## src/rtl/spi_regs_pkg.sv

```systemverilog
`timescale 1ns/1ps
`default_nettype none
// ============================================================================
// Module   : spi_regs_pkg
// Purpose  : Shared frame geometry, register map and FSM encoding for the
//            SPI configuration target.
// Revision : 1.0 - initial release
// ============================================================================
package spi_regs_pkg;

   localparam int FRAME_W = 16;
   localparam int ADDR_W  = 7;
   localparam int DATA_W  = 8;

   // Register map seen by the PWM block
   localparam logic [ADDR_W-1:0] ADDR_EN_OUT_7_0  = 7'h00;
   localparam logic [ADDR_W-1:0] ADDR_EN_OUT_15_8 = 7'h01;
   localparam logic [ADDR_W-1:0] ADDR_EN_PWM_7_0  = 7'h02;
   localparam logic [ADDR_W-1:0] ADDR_EN_PWM_15_8 = 7'h03;
   localparam logic [ADDR_W-1:0] ADDR_PWM_DUTY    = 7'h04;

   // Bit counter: 16 marks a complete frame, 17 is the sticky overflow marker
   localparam int               c_cnt_w        = 5;
   localparam logic [c_cnt_w-1:0] c_cnt_frame    = 5'd16;
   localparam logic [c_cnt_w-1:0] c_cnt_ovf      = 5'd17;
   // Count value just before the eighth header bit arrives
   localparam logic [c_cnt_w-1:0] c_cnt_rd_latch = 5'd7;
   localparam logic [c_cnt_w-1:0] c_cnt_rd_first = 5'd8;
   localparam logic [c_cnt_w-1:0] c_cnt_rd_last  = 5'd15;

   // Frame sequencer states
   typedef logic [1:0] state_t;
   localparam state_t IDLE   = 2'd0;
   localparam state_t SHIFT  = 2'd1;
   localparam state_t COMMIT = 2'd2;

endpackage
`default_nettype wire

```

## src/rtl/spi_peripheral_if.sv

```systemverilog
`timescale 1ns/1ps
`default_nettype none
// ============================================================================
// Module   : spi_peripheral_if
// Purpose  : SPI pin bundle between an external host (master) and the
//            configuration target (slave).
// Revision : 1.0 - initial release
// ============================================================================
interface spi_peripheral_if;
   logic sclk;
   logic copi;
   logic ncs;
   logic cipo;

   modport master (output sclk, output copi, output ncs, input cipo);
   modport slave  (input sclk, input copi, input ncs, output cipo);
endinterface
`default_nettype wire

```

## src/rtl/sync_edge.sv

```systemverilog
`timescale 1ns/1ps
`default_nettype none
// ============================================================================
// Module   : sync_edge
// Purpose  : Multi-flop synchronizer for one asynchronous pin, followed by a
//            history flop that yields single-cycle rise/fall pulses.
//            SYNC_STAGES must be at least 2.
// Revision : 1.0 - initial release
// ============================================================================
module sync_edge #(
   parameter int   SYNC_STAGES = 2,
   parameter logic RESET_VAL   = 1'b0
) (
   input  wire  clk,
   input  wire  rst_n,
   input  wire  i_din,
   output logic o_level,
   output logic o_rise,
   output logic o_fall
);

   logic [SYNC_STAGES-1:0] r_sync;
   logic                   r_hist;

   // Resample the pin through the chain; the history flop holds the previous synced level
   always_ff @(posedge clk or negedge rst_n) begin
      if (!rst_n) begin
         r_sync <= {SYNC_STAGES{RESET_VAL}};
         r_hist <= RESET_VAL;
      end else begin
         r_sync <= {r_sync[SYNC_STAGES-2:0], i_din};
         r_hist <= r_sync[SYNC_STAGES-1];
      end
   end

   assign o_level = r_sync[SYNC_STAGES-1];
   assign o_rise  =  o_level & ~r_hist;
   assign o_fall  = ~o_level &  r_hist;

endmodule
`default_nettype wire

```

## src/rtl/spi_peripheral.sv

```systemverilog
`timescale 1ns/1ps
`default_nettype none
// ============================================================================
// Module   : spi_peripheral
// Purpose  : SPI mode-0 write target driving the five PWM configuration
//            registers. Pins are oversampled in the clk domain.
//            Optional macro SPI_READBACK_EN enables register readback on cipo.
// Revision : 1.0 - initial release
// ============================================================================
module spi_peripheral
   import spi_regs_pkg::*;
#(
   parameter int                SYNC_STAGES = 2,
   parameter logic [ADDR_W-1:0] MAX_ADDR    = 7'h04
) (
   input  wire               clk,
   input  wire               rst_n,
   spi_peripheral_if.slave   spi,
   output logic [DATA_W-1:0] en_reg_out_7_0,
   output logic [DATA_W-1:0] en_reg_out_15_8,
   output logic [DATA_W-1:0] en_reg_pwm_7_0,
   output logic [DATA_W-1:0] en_reg_pwm_15_8,
   output logic [DATA_W-1:0] pwm_duty_cycle
);

   logic w_sclk_level, w_sclk_rise, w_sclk_fall;
   logic w_copi_level, w_copi_rise, w_copi_fall;
   logic w_ncs_level,  w_ncs_rise,  w_ncs_fall;

   state_t               r_state;
   logic [c_cnt_w-1:0]   r_cnt;
   logic [FRAME_W-1:0]   r_shreg;
   logic [DATA_W-1:0]    r_reg_out_lo, r_reg_out_hi;
   logic [DATA_W-1:0]    r_reg_pwm_lo, r_reg_pwm_hi;
   logic [DATA_W-1:0]    r_reg_duty;

   logic [ADDR_W-1:0]    w_addr;
   logic [DATA_W-1:0]    w_data;
   logic                 w_wr_en;
   logic                 w_unused;

   // Idle levels for mode 0: sclk low, copi low, ncs high
   sync_edge #(.SYNC_STAGES(SYNC_STAGES), .RESET_VAL(1'b0)) u_sync_sclk (
      .clk(clk), .rst_n(rst_n), .i_din(spi.sclk),
      .o_level(w_sclk_level), .o_rise(w_sclk_rise), .o_fall(w_sclk_fall));

   sync_edge #(.SYNC_STAGES(SYNC_STAGES), .RESET_VAL(1'b0)) u_sync_copi (
      .clk(clk), .rst_n(rst_n), .i_din(spi.copi),
      .o_level(w_copi_level), .o_rise(w_copi_rise), .o_fall(w_copi_fall));

   sync_edge #(.SYNC_STAGES(SYNC_STAGES), .RESET_VAL(1'b1)) u_sync_ncs (
      .clk(clk), .rst_n(rst_n), .i_din(spi.ncs),
      .o_level(w_ncs_level), .o_rise(w_ncs_rise), .o_fall(w_ncs_fall));

   // Frame sequencer: arm on nCS fall, shift on SCLK rise, qualify on nCS rise.
   // nCS rise is tested first so a coincident SCLK rise is never counted.
   always_ff @(posedge clk or negedge rst_n) begin
      if (!rst_n) begin
         r_state <= IDLE;
         r_cnt   <= '0;
         r_shreg <= '0;
      end else begin
         case (r_state)
            IDLE: begin
               if (w_ncs_fall) begin
                  r_state <= SHIFT;
                  r_cnt   <= '0;
                  r_shreg <= '0;
               end
            end
            SHIFT: begin
               if (w_ncs_rise) begin
                  r_state <= COMMIT;
               end else if (w_sclk_rise) begin
                  r_shreg <= {r_shreg[FRAME_W-2:0], w_copi_level};
                  if (r_cnt != c_cnt_ovf) begin
                     r_cnt <= r_cnt + 1'b1;
                  end
               end
            end
            COMMIT:  r_state <= IDLE;
            default: r_state <= IDLE;
         endcase
      end
   end

   assign w_addr  = r_shreg[FRAME_W-2 -: ADDR_W];
   assign w_data  = r_shreg[DATA_W-1:0];
   assign w_wr_en = (r_state == COMMIT) && (r_cnt == c_cnt_frame) &&
                    r_shreg[FRAME_W-1] && (w_addr <= MAX_ADDR);

   // Register file: at most one register updates, only on a fully qualified write frame
   always_ff @(posedge clk or negedge rst_n) begin
      if (!rst_n) begin
         r_reg_out_lo <= '0;
         r_reg_out_hi <= '0;
         r_reg_pwm_lo <= '0;
         r_reg_pwm_hi <= '0;
         r_reg_duty   <= '0;
      end else if (w_wr_en) begin
         case (w_addr)
            ADDR_EN_OUT_7_0:  r_reg_out_lo <= w_data;
            ADDR_EN_OUT_15_8: r_reg_out_hi <= w_data;
            ADDR_EN_PWM_7_0:  r_reg_pwm_lo <= w_data;
            ADDR_EN_PWM_15_8: r_reg_pwm_hi <= w_data;
            ADDR_PWM_DUTY:    r_reg_duty   <= w_data;
            default: ;
         endcase
      end
   end

   assign en_reg_out_7_0  = r_reg_out_lo;
   assign en_reg_out_15_8 = r_reg_out_hi;
   assign en_reg_pwm_7_0  = r_reg_pwm_lo;
   assign en_reg_pwm_15_8 = r_reg_pwm_hi;
   assign pwm_duty_cycle  = r_reg_duty;

`ifdef SPI_READBACK_EN
   logic [ADDR_W-1:0] w_rd_addr;
   logic [DATA_W-1:0] w_rd_mux;
   logic              w_rd_latch;
   logic [DATA_W-1:0] r_rd_data;
   logic              r_rd_frame;
   logic              r_cipo;

   // The eighth header bit is still on copi when the latch fires, so the
   // address is assembled from the seven shifted bits plus the live bit.
   assign w_rd_addr  = {r_shreg[ADDR_W-2:0], w_copi_level};
   assign w_rd_latch = (r_state == SHIFT) && !w_ncs_rise && w_sclk_rise &&
                       (r_cnt == c_cnt_rd_latch) && !r_shreg[ADDR_W-1];

   // Readback source select; unmapped or out-of-range addresses read as zero
   always_comb begin
      w_rd_mux = '0;
      if (w_rd_addr <= MAX_ADDR) begin
         case (w_rd_addr)
            ADDR_EN_OUT_7_0:  w_rd_mux = r_reg_out_lo;
            ADDR_EN_OUT_15_8: w_rd_mux = r_reg_out_hi;
            ADDR_EN_PWM_7_0:  w_rd_mux = r_reg_pwm_lo;
            ADDR_EN_PWM_15_8: w_rd_mux = r_reg_pwm_hi;
            ADDR_PWM_DUTY:    w_rd_mux = r_reg_duty;
            default:          w_rd_mux = '0;
         endcase
      end
   end

   // Readback shifter: capture after the header, present MSB first on SCLK falls of bits 8..15
   always_ff @(posedge clk or negedge rst_n) begin
      if (!rst_n) begin
         r_rd_data  <= '0;
         r_rd_frame <= 1'b0;
         r_cipo     <= 1'b0;
      end else if (r_state != SHIFT) begin
         r_rd_data  <= '0;
         r_rd_frame <= 1'b0;
         r_cipo     <= 1'b0;
      end else if (w_rd_latch) begin
         r_rd_data  <= w_rd_mux;
         r_rd_frame <= 1'b1;
      end else if (r_rd_frame && w_sclk_fall &&
                   (r_cnt >= c_cnt_rd_first) && (r_cnt <= c_cnt_rd_last)) begin
         r_cipo    <= r_rd_data[DATA_W-1];
         r_rd_data <= {r_rd_data[DATA_W-2:0], 1'b0};
      end
   end

   assign spi.cipo = r_cipo;
   assign w_unused = ^{w_sclk_level, w_copi_rise, w_copi_fall, w_ncs_level};
`else
   assign spi.cipo = 1'b0;
   assign w_unused = ^{w_sclk_level, w_sclk_fall, w_copi_rise, w_copi_fall, w_ncs_level};
`endif

endmodule
`default_nettype wire

```

## src/flat_wrapper.sv

```systemverilog
// flat-port wrapper written by rule: the top's interface ports become plain ports
module spi_peripheral_flat import spi_regs_pkg::*;
#(
   parameter int                SYNC_STAGES = 2,
   parameter logic [ADDR_W-1:0] MAX_ADDR    = 7'h04
)
  (clk, rst_n, en_reg_out_7_0, en_reg_out_15_8, en_reg_pwm_7_0, en_reg_pwm_15_8, pwm_duty_cycle, spi_sclk, spi_copi, spi_ncs, spi_cipo);
  spi_peripheral_if spi_i ();
  input  wire clk;
  input  wire rst_n;
  output logic [DATA_W-1:0] en_reg_out_7_0;
  output logic [DATA_W-1:0] en_reg_out_15_8;
  output logic [DATA_W-1:0] en_reg_pwm_7_0;
  output logic [DATA_W-1:0] en_reg_pwm_15_8;
  output logic [DATA_W-1:0] pwm_duty_cycle;
  input wire logic [$bits(spi_i.sclk)-1:0] spi_sclk;
  input wire logic [$bits(spi_i.copi)-1:0] spi_copi;
  input wire logic [$bits(spi_i.ncs)-1:0] spi_ncs;
  output wire logic [$bits(spi_i.cipo)-1:0] spi_cipo;
  assign spi_i.sclk = spi_sclk;
  assign spi_i.copi = spi_copi;
  assign spi_i.ncs = spi_ncs;
  assign spi_cipo = spi_i.cipo;
  spi_peripheral #(.SYNC_STAGES(SYNC_STAGES), .MAX_ADDR(MAX_ADDR)) u_core (.clk(clk), .rst_n(rst_n), .spi(spi_i), .en_reg_out_7_0(en_reg_out_7_0), .en_reg_out_15_8(en_reg_out_15_8), .en_reg_pwm_7_0(en_reg_pwm_7_0), .en_reg_pwm_15_8(en_reg_pwm_15_8), .pwm_duty_cycle(pwm_duty_cycle));
endmodule
```

## config.mk

```make
export PLATFORM = sky130hd
export DESIGN_NAME = spi_peripheral_flat
export DESIGN_NICKNAME = d
export VERILOG_FILES = /design/src/rtl/spi_regs_pkg.sv /design/src/rtl/spi_peripheral_if.sv /design/src/rtl/sync_edge.sv /design/src/rtl/spi_peripheral.sv /design/src/flat_wrapper.sv
export SDC_FILE = /design/constraint.sdc
export NUM_CORES = 1
export LEC_CHECK = 0
export ABC_CLOCK_PERIOD_IN_PS = 1850
export CAP_MARGIN = 25
export CORE_AREA = 2 2 115 61
export CTS_CLUSTER_SIZE = 28
export DETAILED_ROUTE_END_ITERATION = 7
export DIE_AREA = 0 0 117 63
export MAX_ROUTING_LAYER = met4
export PLACE_DENSITY = 0.71
export SYNTH_ARGS = -nofsm -noshare
export SYNTH_HDL_FRONTEND = slang
export SYNTH_SLANG_ARGS = --single-unit
```

## constraint.sdc

```tcl
create_clock -name clk -period 1.85 [get_ports clk]
set_clock_uncertainty 0.05 [all_clocks]
set_input_delay 0.37 -clock clk [delete_from_list [all_inputs] [get_ports clk]]
set_output_delay 0.37 -clock clk [all_outputs]
set_load 0.01 [all_outputs]
```

==> flow_summary.ini <==
[yosys]
synth_xor_area_share_pct = 0
synth_top_family_by_area = multiplexers
synth.ff_latch_count = 71
synth_compound_area_share_pct = 8.70
synth_edf_count = 0
synthMuxAreaShare_pct = 16.1
yosysTopAreaCell = dfrtp_1
synth_flop_cell = dfrtp_1
synth.distinct_cells = 36
netlist_area_um2 = 2790
netlist_instances = 187
synth_warnings = 0
avgSynthCellArea_um2 = 14.9
synth-adder-area-share_pct = 1.35
seq_area_frac_synth_pct = 63.8
post_synth_and_or_nand_nor_area_fraction_pct = 7.26
yosys-top-cells-area = dfrtp_1, mux2_2, a22o_1, dfstp_2, ha_1
post-synth-top-area-fraction_pct = 61.0
synth_nets = 195
ys_async_sr_fraction_pct = 100

[outcome]
violations = negative hold slack, negative setup slack
outcome = finished, violations left

[finish]
drive_gt1_share_pct = 34.8
final_common_cell = dfrtp_1
stdcell_count = 356
diodes = 0
fin_util_pct = 61.6
final_cell_mix = dfrtp_1, clkdlybuf4s50_1, mux2_4
nFillCells = 498
nets = 267
syn_to_final_growth_pct = 42.2

[placed_design]
dp.cells = 340
dp_slack_ns = -0.186
gp_congestion = 0.858
port_buffers = 44
dp_hpwl_um = 4030

[drt]
viasPerCell = 5.04
dr.pass1.iters = 4
drc = 0
drt-total-wl_um = 6340
antenna_left = 0
drtIter0Drc = 131
vias = 1794
post_drt_wl_per_cell_um = 17.8

[die]
die_h_um = 63
core-area_um2 = 6440
pin_count = 46
die_x_um = 117
row_count = 21
start_util_pct = 43.3
die_area_um2 = 7370

[power_and_ir_drop]
ir_drop_v = 0.000509
p_per_area_nw_per_um2 = 899
power_mw = 3.57
p_leak_nw = 1.82

[clocking]
cts.sinks = 71
hold_buffers = 0
cts_tree = yes
clk_path_buf_depth = 2
cts_buffers = 9
clkTransAtPathRegs_ns = 0.05
cts_root_buffer = clkbuf_16
cts_max_level = 3
clk_latency_ns = 0.33

[timing]
drv_slew = 0
rsz0062_at_grt = yes
fin_crit_ns = 1.95
fmaxAchievable_mhz = 513
fin_ws_ns = -0.101
hold-worst-slack_ns = -0.00767
fin_crit_sh_pct = 105
finalSetupViolCount = 40
hold_viol_final = 3

[run]
maxCapViolCount = 0

[worst_setup_path]
rrSetupSlack_ns = -0.10
timing.rr.end = u_core.pwm_duty_cycle[7]
crit_type = reg -> reg
crit_required_ns = 2.01
arrival_ns = 2.11
crit_start = u_core.r_state[0]
rr_startpoint = u_core.r_state[0]
cp-end-kind = register
path_max_fanout = 8
crit_path_start_kind = register
r2r_cells = 4

[min_path]
hp-class = in -> async

[grt]
grt_antenna_before_repair = 0
grt-ovfl-total = 0
grtUsageTotal_pct = 19.1
grt_max_degree = 72
grt_pass1_vias = 1879
grt_pass1_wl_um = 9940
## registers in the layout, indices dropped and copies added, names as in the netlist
signal	count
u_core.u_sync_ncs.r_hist	1
u_core.pwm_duty_cycle	8
u_core.en_reg_out_15_8	8
u_core.r_cnt	5
u_core.en_reg_pwm_15_8	8
u_core.u_sync_ncs.r_sync	2
u_core.u_sync_sclk.r_sync	2
u_core.en_reg_pwm_7_0	8
u_core.u_sync_sclk.r_hist	1
u_core.r_state	2
u_core.en_reg_out_7_0	8
u_core.r_shreg	16
u_core.u_sync_copi.r_sync	2
## logic make-up after synthesis
group                    count (synthesis)
flip-flops                              71
AND/OR/NAND/NOR                         26
buffers and inverters                   15
multiplexers                            40
adder cells (fa/ha/maj)                  3
other                                    1
AO/OA/AOI/OAI                           31
## how the worst max path moves through the flow
stage / slack (ns) / end
CTS: -0.14 / u_core.pwm_duty_cycle[7]
detailed placement: -0.19 / u_core.pwm_duty_cycle[7]
floorplan: -0.19 / u_core.pwm_duty_cycle[0]
global route: -0.19 / u_core.pwm_duty_cycle[2]
global placement: -0.11 / u_core.pwm_duty_cycle[1]
finish: -0.10 / u_core.pwm_duty_cycle[7]
## timing repair
item                       CTS  global route
setup endpoints to repair   40            40
pin swaps                    3             2
buffers inserted             1             0
resized for setup            5            25
## where the power goes
part | total (mW) | internal [mW] | switching (mW)
clock | 1.62 | 1.02 | 0.597
combinational | 0.314 | 0.140 | 0.173
sequential | 1.64 | 1.60 | 0.0383
total | 3.57 | 2.76 | 0.809
## routing by layer
layer | part of all wire (%) | GRT usage, %
met2 | 40 | 22.4
met3 | 7.8 | 8.05
met4 | 1.2 | 5.88
met5 | 0 | -
met1 | 51 | 29.1
## through the flow
| stage | instance area, um2 | setup TNS, ns |
|---|---|---|
| after global routing | 3970 | -6.12 |
| after global placement | 3580 | -1.87 |
| after CTS | 3880 | -4.12 |
| after detailed placement | 3580 | -4.03 |
| final | 3970 | -2.63 |
| after floorplan | 2840 | -2.26 |
## synthesized netlist by cell type, types with 2 or more instances
cell and number:
nor2b_1 2, inv_1 6, a22o_1 16, ha_1 3
dfrtp_1 68, o21ai_0 4, nor4_2 3, dfstp_2 3
nand2b_1 2, a31oi_1 2, buf_4 2, nor3b_1 2
nand3_1 3, o2111ai_1 2, nand2_1 3, a21oi_1 2
mux2_2 40, clkbuf_1 5, or4_1 2
## worst max-delay path, cell delays in order (launching register included)
cell	delay, ns
dfrtp_1	0.41
nor4b_4	0.34
nand4_4	0.15
or4b_4	0.59
mux2_2	0.30
## area by class of cell
class	instances	area, um2	area share (%)
well taps	92	115	2.90
multi-input cells	101	1080	27.1
inverters	6	22.5	0.568
repair buffers	70	692	17.4
clock buffers	16	282	7.10
flip-flops and latches	71	1780	44.9
Power figures use the tool's default switching activity.
